**config.mk**
```make
export PLATFORM = sky130hd
export DESIGN_NAME = adder_nibble_sequencer
export DESIGN_NICKNAME = d
export VERILOG_FILES = /design/src/rtl/adder_nibble_sequencer.sv
export SDC_FILE = /design/constraint.sdc
export NUM_CORES = 1
export LEC_CHECK = 0
export CAP_MARGIN = 20
export CORE_MARGIN = 4
export CORE_UTILIZATION = 53
export DETAILED_ROUTE_END_ITERATION = 7
export PLACE_DENSITY = 0.78
export SLEW_MARGIN = 20
export SYNTH_ARGS = -nofsm -noshare
export SYNTH_HDL_FRONTEND = slang
export SYNTH_SLANG_ARGS = --single-unit
```
**constraint.sdc**
```tcl
create_clock -name clk -period 3.3 [get_ports clk]
set_input_delay 0.33 -clock clk [delete_from_list [all_inputs] [get_ports clk]]
set_output_delay 0.33 -clock clk [all_outputs]
set_load 0.03 [all_outputs]
```
**src/rtl/adder_nibble_sequencer.sv**
```systemverilog
// adder_nibble_sequencer: W-bit add (W = 4*NIBBLES) done one nibble at a time
// through a single shared external 4-bit full adder slice (74LS83 style).
// Ports: clk, reset (async, active high); start/op_a/op_b/cin request side;
//   add_a/add_b/add_c0 drive the slice, add_sum/add_c4 come back from it;
//   result/cout hold the final sum; busy/done report progress.
// Latency: done pulses NIBBLES*(SETTLE+1)+1 edges after the accepted start.
// Backpressure: start is only looked at in IDLE; a start while busy is dropped.
// Optional build macro ADDER_SEQ_SUBTRACT_EN adds port sub (A - B via ~B + 1)
//   and port ovf (signed two's-complement overflow of the final operation).
module adder_nibble_sequencer #(
  parameter int NIBBLES = 4,
  parameter int SETTLE  = 1
) (
  input  logic                   clk,
  input  logic                   reset,
  input  logic                   start,
  input  logic [4*NIBBLES-1:0]   op_a,
  input  logic [4*NIBBLES-1:0]   op_b,
  input  logic                   cin,
`ifdef ADDER_SEQ_SUBTRACT_EN
  input  logic                   sub,
  output logic                   ovf,
`endif
  output logic [3:0]             add_a,
  output logic [3:0]             add_b,
  output logic                   add_c0,
  input  logic [3:0]             add_sum,
  input  logic                   add_c4,
  output logic [4*NIBBLES-1:0]   result,
  output logic                   cout,
  output logic                   busy,
  output logic                   done
);

  localparam int W = 4 * NIBBLES;
  localparam logic [2:0] LAST_IDX = 3'(NIBBLES - 1);
  localparam logic [3:0] SETTLE_C = 4'(SETTLE);

  typedef enum logic [1:0] {
    S_IDLE = 2'd0,
    S_EXEC = 2'd1,
    S_DONE = 2'd2
  } state_t;

  state_t         state_q, state_d;
  logic [W-1:0]   a_q, a_d;
  logic [W-1:0]   b_q, b_d;      // B as presented to the slice (inverted when subtracting)
  logic [W-1:0]   acc_q, acc_d;
  logic [W-1:0]   result_q, result_d;
  logic [2:0]     idx_q, idx_d;
  logic [2:0]     nxt_idx;
  logic [3:0]     cnt_q, cnt_d;
  logic           carry_q, carry_d;
  logic           cout_q, cout_d;
  logic           done_q, done_d;
  logic [3:0]     add_a_q, add_a_d;
  logic [3:0]     add_b_q, add_b_d;
  logic           add_c0_q, add_c0_d;
  logic [W-1:0]   b_eff;
  logic           c_eff;
`ifdef ADDER_SEQ_SUBTRACT_EN
  logic           ovf_q, ovf_d;
`endif

  // Operand B and initial carry as they will actually be fed to the slice.
  always_comb begin
`ifdef ADDER_SEQ_SUBTRACT_EN
    b_eff = sub ? ~op_b : op_b;
    c_eff = sub ? 1'b1  : cin;
`else
    b_eff = op_b;
    c_eff = cin;
`endif
  end

  always_comb begin
    state_d  = state_q;
    a_d      = a_q;
    b_d      = b_q;
    acc_d    = acc_q;
    result_d = result_q;
    idx_d    = idx_q;
    cnt_d    = cnt_q;
    carry_d  = carry_q;
    cout_d   = cout_q;
    done_d   = 1'b0;
    add_a_d  = add_a_q;
    add_b_d  = add_b_q;
    add_c0_d = add_c0_q;
    nxt_idx  = idx_q + 3'd1;
`ifdef ADDER_SEQ_SUBTRACT_EN
    ovf_d    = ovf_q;
`endif
    case (state_q)
      S_IDLE: begin
        if (start) begin
          a_d      = op_a;
          b_d      = b_eff;
          carry_d  = c_eff;
          acc_d    = '0;
          idx_d    = 3'd0;
          cnt_d    = 4'd0;
          // Present nibble 0 right away so the first EXEC cycle already
          // counts as settle time for the slice.
          add_a_d  = op_a[3:0];
          add_b_d  = b_eff[3:0];
          add_c0_d = c_eff;
          state_d  = S_EXEC;
        end
      end
      S_EXEC: begin
        if (cnt_q == SETTLE_C) begin
          acc_d[4*idx_q +: 4] = add_sum;
          carry_d = add_c4;
          cnt_d   = 4'd0;
          if (idx_q == LAST_IDX) begin
            state_d = S_DONE;
          end else begin
            idx_d    = nxt_idx;
            add_a_d  = a_q[4*nxt_idx +: 4];
            add_b_d  = b_q[4*nxt_idx +: 4];
            add_c0_d = add_c4;
          end
        end else begin
          cnt_d = cnt_q + 4'd1;
        end
      end
      S_DONE: begin
        result_d = acc_q;
        cout_d   = carry_q;
        done_d   = 1'b1;
`ifdef ADDER_SEQ_SUBTRACT_EN
        // Overflow: both slice operands share a sign that the sum does not.
        ovf_d    = (a_q[W-1] == b_q[W-1]) && (acc_q[W-1] != a_q[W-1]);
`endif
        state_d  = S_IDLE;
      end
      default: state_d = S_IDLE;
    endcase
  end

  always_ff @(posedge clk or posedge reset) begin
    if (reset) begin
      state_q  <= S_IDLE;
      a_q      <= '0;
      b_q      <= '0;
      acc_q    <= '0;
      result_q <= '0;
      idx_q    <= 3'd0;
      cnt_q    <= 4'd0;
      carry_q  <= 1'b0;
      cout_q   <= 1'b0;
      done_q   <= 1'b0;
      add_a_q  <= 4'd0;
      add_b_q  <= 4'd0;
      add_c0_q <= 1'b0;
`ifdef ADDER_SEQ_SUBTRACT_EN
      ovf_q    <= 1'b0;
`endif
    end else begin
      state_q  <= state_d;
      a_q      <= a_d;
      b_q      <= b_d;
      acc_q    <= acc_d;
      result_q <= result_d;
      idx_q    <= idx_d;
      cnt_q    <= cnt_d;
      carry_q  <= carry_d;
      cout_q   <= cout_d;
      done_q   <= done_d;
      add_a_q  <= add_a_d;
      add_b_q  <= add_b_d;
      add_c0_q <= add_c0_d;
`ifdef ADDER_SEQ_SUBTRACT_EN
      ovf_q    <= ovf_d;
`endif
    end
  end

  assign add_a  = add_a_q;
  assign add_b  = add_b_q;
  assign add_c0 = add_c0_q;
  assign result = result_q;
  assign cout   = cout_q;
  assign done   = done_q;
  assign busy   = (state_q != S_IDLE);
`ifdef ADDER_SEQ_SUBTRACT_EN
  assign ovf    = ovf_q;
`endif

endmodule

```
==> metrics.txt, run 1 <==
status=finished clean; sequential-to-total area share from yosys stat=53.7%; vias in the first global route=roughly 2.5k; ANT nets after route=0; Vias per Instance=roughly 5.4; Place WS=approximately 0.8 ns; Die W=between 90 and 100 um; Die ar.=approximately 8900 um^2; maximum buffer depth of the clock tree=2; pwr/cell area=804 nW/um^2; skew final=between 0.008 and 0.009 ns; Core ar.=7250 um^2; CTS Buf Count=9; CTS tree=built; CP endpoint=add_b[2]$_DFFE_PP0P_; CTS Hold Bufs=0; overall global routing resource usage=between 10% and 20%; Hold WS=about 0.38 ns; H-tree Lvls=3; max_slew headroom=a little over half; worst reg-to-reg setup slack=0.80 ns; Post-CTS Setup Bufs=0; DRT Pass-1 Iters=4; Ys Warns=0; CTS Root Cell=clkbuf_8; final hold vios=0; post-synth top area cell=dfrtp_1; data required time at the worst endpoint=approximately 3.5 ns; utilization after layout=between 60 and 70%; Worst-Margin Slew=~0.71 ns; kind of critical path=reg -> reg; top-area cell type share of the netlist area=between 50% and 60%; r2r worst-path depth=5; antenna violations before repair=0; Worst R2R Start=idx_q[1]$_DFFE_PP0P_; Crit. End Element=flip-flop; Slew Limit Fails=0; RR Endpoint=add_b[2]$_DFFE_PP0P_; EDFF count, synth=0; distinct cell type count of the synthesized netlist=between 40 and 50; TritonCTS Sinks=85; vias=around 2.4k; largest net degree at the start of global routing=47; maxcap violations=0; Resized Gates After CTS=0; initial core utilization=around 55%; period utilisation layout=75.6%; Worst Path Max Fanout=16; IO buf count=68; num ports=~70; clk_lat worst skew=between 0.3 and 0.4 ns; diode count=0; first-pass GRT wire length=12200 um; fin nets=between 300 and 400; Hold Crit Class=in -> async; Critical Path Source Type=flip-flop; die span in y=between 90 and 100 um; layout cell share with drive strength beyond 1=about 29%; Mapped Cells=approximately 270; top_reg_cell synth=dfrtp_1; unrepaired setup endpoints after global routing=no; VDD IR max=between 0.4 and 0.5 mV; Final Worst Setup Slack=approximately 0.80 ns; crit path DAT=around 2.7 ns; initial drt markers=78; RePlAce Congestion=around 0.74; Seq cells post-synth=85; DRC Markers=0; clock slew at reported path FFs=approximately 0.080 ns; Overall Power=3980 uW; post-synthesis mux area share=between 20% and 30%; FP Rows=31; Syn-to-layout area delta=25.0%; Final min period=roughly 2.5 ns; TNS Setup=0 ns; Final Setup Violations=0; Mapped Nets=~320; average size of a mapped cell=14.4 um^2; Worst setup startpoint=idx_q[1]$_DFFE_PP0P_; Async SR Flop Fraction=between 90% and 100%; Routed WL per cell=16.5 um; adder-cell share of the synthesized area=under 10%; Peak Freq=~400 MHz; largest cells by area after synthesis=dfrtp_1 (54%), mux2_2 (20%), mux4_1 (4.0%); Synth Area in Compound Gates=under 10%; main combinational cell family by area after synthesis=multiplexers; global route overflow=0; Mapped Area=3960 um^2; area share of xor/xnor cells in the synthesized design=0%; hpwl dp=between 5000 and 6000 um; Detailed Route WL=roughly 7400 um; post-synthesis simple-gate area fraction=about 7%; Leak=0.00225 uW
## worst min path at each step
stage                                 end             startpoint  slack (ns)  cells past startpoint
floorplan           result[0]$_DFFE_PP0P_   acc_q[0]$_DFFE_PP0P_        0.46                      1
CTS                    b_q[3]$_DFFE_PP0P_                  reset        0.39                      2
global route           b_q[3]$_DFFE_PP0P_                  reset        0.42                      2
detailed placement     add_c0$_DFFE_PP0P_     add_c0$_DFFE_PP0P_        0.48                      1
global placement    result[0]$_DFFE_PP0P_  result[0]$_DFFE_PP0P_        0.47                      1
finish                 b_q[3]$_DFFE_PP0P_                  reset        0.38                      2
## through the flow
| step | std cells | instance area, um^2 |
|---|---|---|
| 2_1_floorplan | 274 | 3960 |
| 3_3_place_gp | 431 | 4710 |
| 3_5_place_dp | 431 | 4710 |
| 4_1_cts | 447 | 4950 |
| 5_1_grt | 447 | 4950 |
| 6_report | 447 | 4950 |
## worst max-delay path, stage by stage, from the launching register on
cell and delay [ns]:
dfrtp_1 0.44, inv_1 0.12, ha_1 0.72, mux4_1 0.65
a22o_1 0.21, mux2_2 0.26
## area by class of cell
type | instances | area, um^2
repair buffers | 72 | 723
flip-flops and latches | 85 | 2130
multi-input cells | 163 | 1690
clock buffers | 11 | 151
fillers | 531 | 2310
well taps | 99 | 124
clock inverters | 5 | 82.6
inverters | 12 | 46.3
## cell usage in the layout, fill, tap and decap left out, types with 2 or more instances in the layout
cell | synthesis | routed
dfrtp_1 | 85 | 85
mux2_2 | 69 | 69
clkdlybuf4s50_1 | 0 | 68
clkbuf_8 | 0 | 11
inv_1 | 11 | 10
and3_1 | 9 | 9
a22o_1 | 9 | 9
ha_1 | 9 | 9
mux2i_1 | 8 | 8
nand2_1 | 8 | 8
nor2b_1 | 6 | 6
mux4_1 | 6 | 6
nand4_1 | 5 | 5
a221oi_2 | 3 | 3
nand2b_1 | 3 | 3
o21ai_0 | 3 | 3
buf_4 | 2 | 3
mux2_1 | 2 | 2
mux4_2 | 2 | 2
mux2_4 | 2 | 2
clkinv_2 | 0 | 2
nor2_1 | 2 | 2
clkinv_4 | 0 | 2
bufinv_16 | 0 | 2
## Yosys cell counts (all sizes together) (2+ instances only)
cell,n
mux4,8
dfrtp,85
a22o,9
clkbuf,2
buf,12
ha,9
mux2i,8
mux2,73
nor2b,6
nand4,5
inv,11
nand2b,3
a221oi,3
and3,9
nor3b,2
nand2,8
nor2,2
o21ai,3
## registers in the layout (all words and copies together), names as in the netlist
register,count
state_q,2
cnt_q,4
carry_q,1
done,1
add_a,4
add_c0,1
result,16
acc_q,16
add_b,4
idx_q,3
cout,1
b_q,16
a_q,16
## routing by layer
metal  part of all wire [%]  global-route usage, %  routed length (um)  vias to the layer above
li1                       -                      -                   -                     1139
met1                     44                   22.6                3220                     1232
met2                     49                   29.1                3600                       54
met3                    5.8                   5.34                 430                       11
met4                    1.5                   6.86                 114                        0
met5                      0                      0                   0                        -
## power by group
group          internal (uW)  switching (uW)  leakage (uW)
sequential              1370             209       0.00110
combinational            858             707       0.00103
clock                    469             369      0.000120
total                   2690            1290       0.00225
## kinds of logic (layout without fill, tap and decap cells)
| kind of cell | count (synthesis) | after routing |
|---|---|---|
| adders and majority gates | 9 | 9 |
| AOI/OAI and AO/OA | 21 | 21 |
| buffers and inverters | 26 | 100 |
| muxes | 89 | 89 |
| DFF | 85 | 85 |
| and+or+nand+nor | 44 | 44 |
No activity file was read; power rests on OpenSTA's default activity.
==> run 2: changes to the inputs <==
==> constraint.sdc (replaced) <==
create_clock -name clk -period 2.5 [get_ports clk]
set_input_delay 0.25 -clock clk [delete_from_list [all_inputs] [get_ports clk]]
set_output_delay 0.25 -clock clk [all_outputs]
set_load 0.03 [all_outputs]
==> run 2 against run 1 <==
Compared with the run above:
- via count grew 0.57%
- critical path depth grew 1
- largest power group is now combinational logic
- largest cell class unchanged
- cell area grew 0.51%
- combinational power grew 38%
- global-route usage grew 0.69 points
- flip-flop and latch count is the same
- critical endpoint is now add_a[3]$_DFFE_PP0P_
==> metrics.txt, run 2 (synthesis gave the netlist of run 1 again) <==
clk_lat worst skew=0.35 ns (about the same); TritonCTS Sinks=85 (unchanged); TNS Setup=0 ns (unchanged); Crit. End Element=flip-flop; max_slew headroom=62.7% (+9.9 points); most common cell after layout, fill and taps aside=dfrtp_1; unrepaired setup endpoints after global routing=no; first-pass GRT wire length=12600 um (+3.9%); CTS tree=built; RR Endpoint=add_a[3]$_DFFE_PP0P_; Worst-Margin Slew=0.558 ns (-0.150 ns); period utilisation layout=89.0% (+13 points); sw frac=32.2% (-0.094 points); M1 GR Usage=22.0% (-0.60 points); final hold vios=0 (unchanged); VDD IR max=0.624 mV (+36%); overall global routing resource usage=18.6% (+0.69 points); IO buf count=68 (unchanged); Leak=0.00227 uW (+0.92%); Slew Limit Fails=0 (unchanged); GR met2 Demand/Resource=31.9% (+2.8 points); vias in the first global route=2697 (+8.2%); worst reg-to-reg setup slack=0.27 ns (-0.53 ns); RePlAce Congestion=0.780 (+4.9%); initial drt markers=69 (-12%); global route overflow=0 (unchanged); largest net degree at the start of global routing=55 (+17%); H-tree Lvls=3 (unchanged); CTS Buf Count=9 (unchanged); maxcap violations=0 (unchanged); layout cell share with drive strength beyond 1=29.9% (+0.84 points); Worst Path Max Fanout=8 (-8); Peak Freq=449 MHz (+12%); Critical Path Source Type=flip-flop; vias=2450 (+0.57%); Final Setup Violations=0 (unchanged); Vias per Instance=5.40 (-0.98%); DRT Pass-1 Iters=4 (unchanged); register share of total power=39.2% (-0.4 points); initial core utilization=54.6% (unchanged); Die W=94.4 um (unchanged); Core ar.=7250 um^2 (unchanged); Resized Gates After CTS=0 (unchanged); utilization after layout=68.5% (+0.35 points); most frequent cells in the layout=dfrtp_1 (85), mux2_2 (69), clkdlybuf4s50_1 (68), inv_1 (10), buf_4 (10); CTS Root Cell=clkbuf_8; Comb pwr share=41.3% (+2.0 points); hpwl dp=5450 um (+3.5%); fin nets=400 (+1.8%); diode count=0 (unchanged); Routed WL per cell=16.5 um (about the same); r2r worst-path depth=6 (+1); num ports=69 (unchanged); Worst R2R Start=idx_q[1]$_DFFE_PP0P_; clock slew at reported path FFs=0.08 ns (about the same); biggest cell delay along the critical path=0.58 ns (-0.14 ns); antenna violations before repair=0 (unchanged); Post-CTS Setup Bufs=0 (unchanged); ANT nets after route=0 (unchanged); kind of critical path=reg -> reg; pwr/cell area=1050 nW/um^2 (+31%); DRC Markers=0 (unchanged); CTS Hold Bufs=0 (unchanged); FP Rows=31 (unchanged); status=finished clean; critical-path cell list=inv_1 -> ha_1 -> buf_4 -> mux4_1 -> a22o_1 -> mux2_2; busiest grt layer=met2; Sw Pwr=1690 uW (+31%); Syn-to-layout area delta=25.6%; Final min period=2.23 ns (-0.271 ns); CP bufs+invs=2 (+1); Clk pwr share=19.5% (-1.6 points); Crit-path slowest cell=mux4_1; routing usage on met3=5.82% (+0.48 points); maximum buffer depth of the clock tree=2 (unchanged); fill cell count=540 (+1.7%); Detailed Route WL=7470 um (+1.5%); Hold Crit Class=in -> async; skew final=0.00967 ns (+0.000721 ns); die span in y=94.4 um (unchanged); data required time at the worst endpoint=2.74 ns (-0.80 ns); CP delay by family, top=multiplexers; Die ar.=8910 um^2 (unchanged); crit path DAT=2.47 ns (-0.27 ns); P_int=3550 uW (+32%)
run 2: changes by cell type in the layout (fill, tap and decap cells not counted), sizes merged:
cell  delta
buf      +7
run 2: cell type report:
cell class | count | area [um^2] | share of cell area [%]
sequential | 85 | 2130 | 42.8
multi-input combinational | 163 | 1690 | 34.0
timing repair buffer | 79 | 776 | 15.6
clock buffer | 11 | 131 | 2.64
tap | 99 | 124 | 2.49
clock inverter | 5 | 75.1 | 1.51
inverter | 12 | 46.3 | 0.931
run 2: routing by layer:
layer	share of wire, %	vias up
met4	1.3	0
met3	6.7	8
li1	-	1152
met5	0	-
met2	50	58
met1	42	1232
run 2: through the flow:
stage	instance area [um^2]	cells	hold WS (ns)	power [uW]	setup WS, ns
2_1_floorplan	3960	274	0.401	3740	0.0565
3_3_place_gp	4760	438	0.473	4150	0.392
3_5_place_dp	4760	438	0.478	4270	0.286
4_1_cts	4970	454	0.265	5310	0.259
5_1_grt	4970	454	0.299	5600	0.162
6_report	4970	454	0.257	5240	0.274
run 2: worst max-delay path by stage:
| stage | start | slack [ns] | depth (start not counted) | end |
|---|---|---|---|---|
| after floorplan | reset | 0.06 | 1 | a_q[0]$_DFFE_PP0P_ |
| after global routing | idx_q[1]$_DFFE_PP0P_ | 0.16 | 6 | add_b[1]$_DFFE_PP0P_ |
| final | idx_q[1]$_DFFE_PP0P_ | 0.27 | 6 | add_a[3]$_DFFE_PP0P_ |
| after global placement | idx_q[1]$_DFFE_PP0P_ | 0.39 | 6 | add_a[1]$_DFFE_PP0P_ |
| after detailed placement | idx_q[1]$_DFFE_PP0P_ | 0.29 | 6 | add_b[1]$_DFFE_PP0P_ |
| after CTS | idx_q[1]$_DFFE_PP0P_ | 0.26 | 6 | add_a[3]$_DFFE_PP0P_ |
run 2: power groups by stage:
stage          Clock (uW)  Sequential [uW]  Combinational (uW)
2_1_floorplan           0             2110                1630
3_3_place_gp            0             2060                2090
3_5_place_dp            0             2090                2180
4_1_cts              1050             2060                2200
5_1_grt              1110             2110                2380
6_report             1020             2050                2160
==> variant 1, RTL diff (settings of run 2) <==
The parameter `NIBBLES` goes from 4 to 8. Comments in the files are not updated.
--- a/src/rtl/adder_nibble_sequencer.sv
+++ b/src/rtl/adder_nibble_sequencer.sv
@@ -8,7 +8,7 @@
 // Optional build macro ADDER_SEQ_SUBTRACT_EN adds port sub (A - B via ~B + 1)
 //   and port ovf (signed two's-complement overflow of the final operation).
 module adder_nibble_sequencer #(
-  parameter int NIBBLES = 4,
+  parameter int NIBBLES = 8,
   parameter int SETTLE  = 1
 ) (
   input  logic                   clk,
Interface: changed (resized op_a, op_b and result); port bits go from 69 to 117. The function was not compared with the original's and may differ.
==> variant 1 against run 2 <==
Synthesized cell count increased by 110%; sequential power grew 81%; setup slack lost 0.14 ns; sequential cell count up 64; power rose by 88%; synthesized area grew 67%; non-clock buffer count grew 54; die area is 60% higher; routed wire length is 110% higher; cell area grew 72%; first-iteration DRC count grew to 6.0 times the old value; critical path type unchanged; largest cell class unchanged.
==> variant 1: results (changes against run 2) <==
Logic synthesis
The sequential-to-total area share from yosys stat came to 0.565 (was 0.537). The number of nets produced by synthesis was 668 (was 324). The number of different library cells in the post-synthesis netlist was 51 (was 42).

Cell types occupying the most area after synthesis: dfrtp_1, nand2_1, mux2_2, mux4_1, a22o_1 (was dfrtp_1, mux2_2, mux4_1, ha_1, mux2i_1). Post-synth top cells: nand2_1, dfrtp_1, mux2_2 (was dfrtp_1, mux2_2, inv_1).

Outcome
Run status: complete, no violations (unchanged).

Power
The power group with the highest consumption was registers (was combinational logic). The total power per unit cell area is 1150 nW/um^2 (was 1050 nW/um^2). The internal portion of total power is 6.44 mW (was 3.55 mW). The peak supply drop came to 0.525 mV (was 0.624 mV). The power of the clock network was 2.65 mW (was 1.02 mW).

The static leakage power is 4.06 nW (was 2.27 nW). The power drawn by the sequential cells was 3.72 mW (was 2.05 mW).

Global route
The via count of the first global-routing pass is 5,130 (was 2,697). The met2 routing resource usage after global routing is 0.388 (was 0.319). The overall fraction of global-route tracks in use is 0.232 (was 0.186). The fraction of met1 tracks used by global routing is 0.302 (was 0.220). The global-route wire length before repair is 26.4 mm (was 12.6 mm). The largest net degree at the start of global routing is 86 (was 55).

The met3 usage in global routing is 0.0500 (was 0.0582).

Setup path
The number of cells on the worst reg-to-reg path was 7 (was 6). The register-to-register path setup slack is 0.14 ns (was 0.27 ns). The end of the critical path is add_b[0]$_DFFE_PP0P_ (was add_a[3]$_DFFE_PP0P_). The arrival time reported for the critical path endpoint is 2.66 ns (was 2.47 ns). The highest net fanout along the worst path was 16 (was 8).

The critical path's largest stage delay is 0.60 ns (was 0.58 ns).

Detailed routing
The total length of routed met3 wires is 854 microns (was 497 microns). The per-cell routed wire length came to 18.0 microns (was 16.5 microns). The number of iterations in the first detailed-routing pass is 4 (unchanged). The initial detailed-routing violation count is 411 (was 69). The routed via count divided by cell count is 5.46 (was 5.40). The detailed-routing wirelength on met1 is 6.75 mm (was 3.13 mm).

Final layout
The count of nets after finishing came to 781 (was 400). The count of non-CTS inverters in the layout was 7 (was 12). The fill cell instance count of the final layout is 867 (was 540).

The share of the final layout cell area in multi-input gates is 0.308 (was 0.340). The count of multi-input combinational gates was 393 (was 163). The clock buffer and inverter area fraction after layout was 0.0724 (was 0.0415). The count of plain and timing-repair buffers came to 133 (was 79). The final non-filler cell total is 882 (was 454). The share of cells above drive strength 1 came to 0.143 (was 0.299). The share of final layout cell area taken by non-clock buffers came to 0.156 (about the same). The utilization after layout was 0.707 (was 0.685). The number of clock buffers in the layout came to 21 (was 11).

Timing
The slew at the pin closest to its max-slew limit is 0.766 ns (was 0.558 ns). The tightest hold margin is 0.308 ns (was 0.257 ns).

Place
The routability congestion estimate from global placement came to 0.771 (was 0.780). The placed wire-length estimate after detailed placement came to 10.6 mm (was 5.45 mm). The total of buffers placed on input and output ports is 116 (was 68). The pre-CTS setup slack is 0.199 ns (was 0.286 ns).

Clocking
The number of levels the H-tree was split into came to 4 (was 3). The clock net sink count is 149 (was 85). The number of buffers inserted during clock tree synthesis is 17 (was 9). The clock tree root buffer cell is clkbuf_16 (was clkbuf_8).
-- variant 1: cell types whose count changed after synthesis, moves of 6 or more --
| cell | delta |
|---|---|
| nand3_1 | +6 |
| nand2_1 | +204 |
| dfrtp_1 | +64 |
| mux2_2 | -34 |
| a32o_1 | +8 |
| mux2i_1 | -7 |
| clkbuf_1 | +9 |
| a21o_1 | +10 |
| a21oi_1 | +7 |
| buf_2 | +13 |
| nor2_1 | +9 |
| a221o_1 | +6 |
| a22o_1 | +8 |
-- variant 1: logic make-up (layout without fill, tap and decap cells) --
family          after synthesis  count (layout)  share of synthesized area
flops                       149             149                      0.565
fa+ha+maj                     7               7                     0.0133
buf+inv                      46             172                     0.0370
compound gates               72              72                     0.0869
simple gates                261             261                      0.174
mux                          52              52                      0.122
xor+xnor                      1               1                    0.00133
==> variant 2, RTL diff (flow settings as in run 2) <==
Without the edit above. Take the reset off `a_q`, `b_q` and `result_q` and load them in a clocked block of their own.
--- a/src/rtl/adder_nibble_sequencer.sv
+++ b/src/rtl/adder_nibble_sequencer.sv
@@ -142,10 +142,7 @@
   always_ff @(posedge clk or posedge reset) begin
     if (reset) begin
       state_q  <= S_IDLE;
-      a_q      <= '0;
-      b_q      <= '0;
       acc_q    <= '0;
-      result_q <= '0;
       idx_q    <= 3'd0;
       cnt_q    <= 4'd0;
       carry_q  <= 1'b0;
@@ -159,10 +156,7 @@
 `endif
     end else begin
       state_q  <= state_d;
-      a_q      <= a_d;
-      b_q      <= b_d;
       acc_q    <= acc_d;
-      result_q <= result_d;
       idx_q    <= idx_d;
       cnt_q    <= cnt_d;
       carry_q  <= carry_d;
@@ -175,6 +169,12 @@
       ovf_q    <= ovf_d;
 `endif
     end
+  end
+
+  always_ff @(posedge clk) begin
+    a_q      <= a_d;
+    b_q      <= b_d;
+    result_q <= result_d;
   end
 
   assign add_a  = add_a_q;
Formal check against the unedited RTL: no difference found for any inputs over 10 cycles, from zero or initial values and one cycle with reset high; that may be too few to reach the edited logic, so the function may still have changed.
==> variant 2 against run 2 <==
Sequential cell count unchanged; routed wire length down 11%; sequential power shrank 5%; sequential share of layout area up 8.1 points; synthesized area down 8.1%; power shrank 8.7%; largest cell class unchanged; cell area is 6.4% lower; setup slack worse by 0.022 ns.
==> variant 2: results (changes against run 2) <==
Global route
The met2 routing resource usage after global routing is 0.294 (was 0.319). The largest net degree at the start of global routing is 38 (was 55). The via count of the first global-routing pass is 2,265 (was 2,697). The fraction of met1 tracks used by global routing is 0.219 (was 0.220).

Logic synthesis
Cell types occupying the most area after synthesis: edfxtp_1, dfrtp_1, mux2_2, mux4_2, ha_1 (was dfrtp_1, mux2_2, mux4_1, ha_1, mux2i_1). The post-synthesis cell count is 220 (was 274). Post-synth top cells: edfxtp_1, dfrtp_1, mux2_2 (was dfrtp_1, mux2_2, inv_1).

The number of flops mapped to enable cells by yosys is 48 (was 0). The number of nets produced by synthesis was 270 (was 324).

Place
The routability congestion estimate from global placement came to 0.828 (was 0.780). The placed wire-length estimate after detailed placement is 4.85 mm (was 5.45 mm). The pre-CTS setup slack came to 0.407 ns (was 0.286 ns). The instance area after placement is 4440 sq um (was 4760 sq um).

Setup path
The highest net fanout along the worst path was 11 (was 8). The arrival time reported for the critical path endpoint was 2.00 ns (was 2.47 ns). The critical path's largest stage delay was 0.67 ns (was 0.58 ns).

Detailed routing
The via count of the routed design is 2,172 (was 2,450). The met2 wire length is 3.33 mm (was 3.74 mm). The detailed-routing wirelength on met1 is 2.81 mm (was 3.13 mm). The per-cell routed wire length is 17.2 microns (was 16.5 microns). The initial detailed-routing violation count is 92 (was 69).

Final layout
The fill cell instance count of the final layout is 443 (was 540). The footprint of the flip-flops and latches was 2370 sq um (was 2130 sq um). The share of cells above drive strength 1 is 0.208 (was 0.299).

Timing
The worst-case clock skew is 0.0101 ns (was 0.00967 ns). The slew at the pin closest to its max-slew limit came to 0.513 ns (was 0.558 ns).

Power
The switching fraction of total power is 0.329 (was 0.322).

Outcome
Run status: complete, no violations (unchanged).
==> variant 2: cell count changes in the layout (fill, tap and decap cells not counted), sizes merged, moves of 4 or more <==
| cell | delta |
|---|---|
| mux2 | -50 |
| dfrtp | -48 |
| edfxtp | +48 |
| a32o | +4 |
==> variant 2: final timing paths <==
path	start	to	slack, ns	cells past startpoint
max in group asynchronous	reset	idx_q[0]$_DFFE_PP0P_	1.84	3
setup / recovery	state_q[1]$_DFFE_PP0P_	busy	0.25	3
min in group clk	op_a[8]	a_q[8]$_DFFE_PP_	0.44	1
setup reg to reg	idx_q[1]$_DFFE_PP0P_	acc_q[8]$_DFFE_PP0P_	0.34	6
hold reg to reg	acc_q[11]$_DFFE_PP0P_	result[11]$_DFFE_PP_	0.45	0
hold / removal	reset	acc_q[11]$_DFFE_PP0P_	0.32	3
==> variant 2: cells by family after synthesis <==
logic type | after synthesis | share of synthesized area
flops | 85 | 0.651
simple gates | 42 | 0.0787
mux | 37 | 0.145
compound gates | 29 | 0.0681
buf+inv | 18 | 0.0261
fa+ha+maj | 9 | 0.0309
==> variant 2: area by class of cell <==
| class | instances | share of cell area |
|---|---|---|
| sequential | 85 | 0.509 |
| multi-input combinational | 117 | 0.254 |
| tap | 77 | 0.0207 |
| clock inverter | 6 | 0.0153 |
| timing repair buffer | 78 | 0.162 |
| clock buffer | 10 | 0.0296 |
| inverter | 11 | 0.00888 |
==> variant 2: power groups by stage <==
stage                     sequential, mW  combinational, mW  clock [mW]
after floorplan                     2.04               1.27           0
after global placement              1.97               1.80           0
after detailed placement            1.98               1.84           0
after CTS                           1.95               1.86        1.01
after global routing                1.99               2.03        1.08
final                               1.95               1.85       0.989
==> variant 2: worst min-delay path: cells and delay by family <==
kind,cells,cell delay [ns]
buf+inv,3,0.86
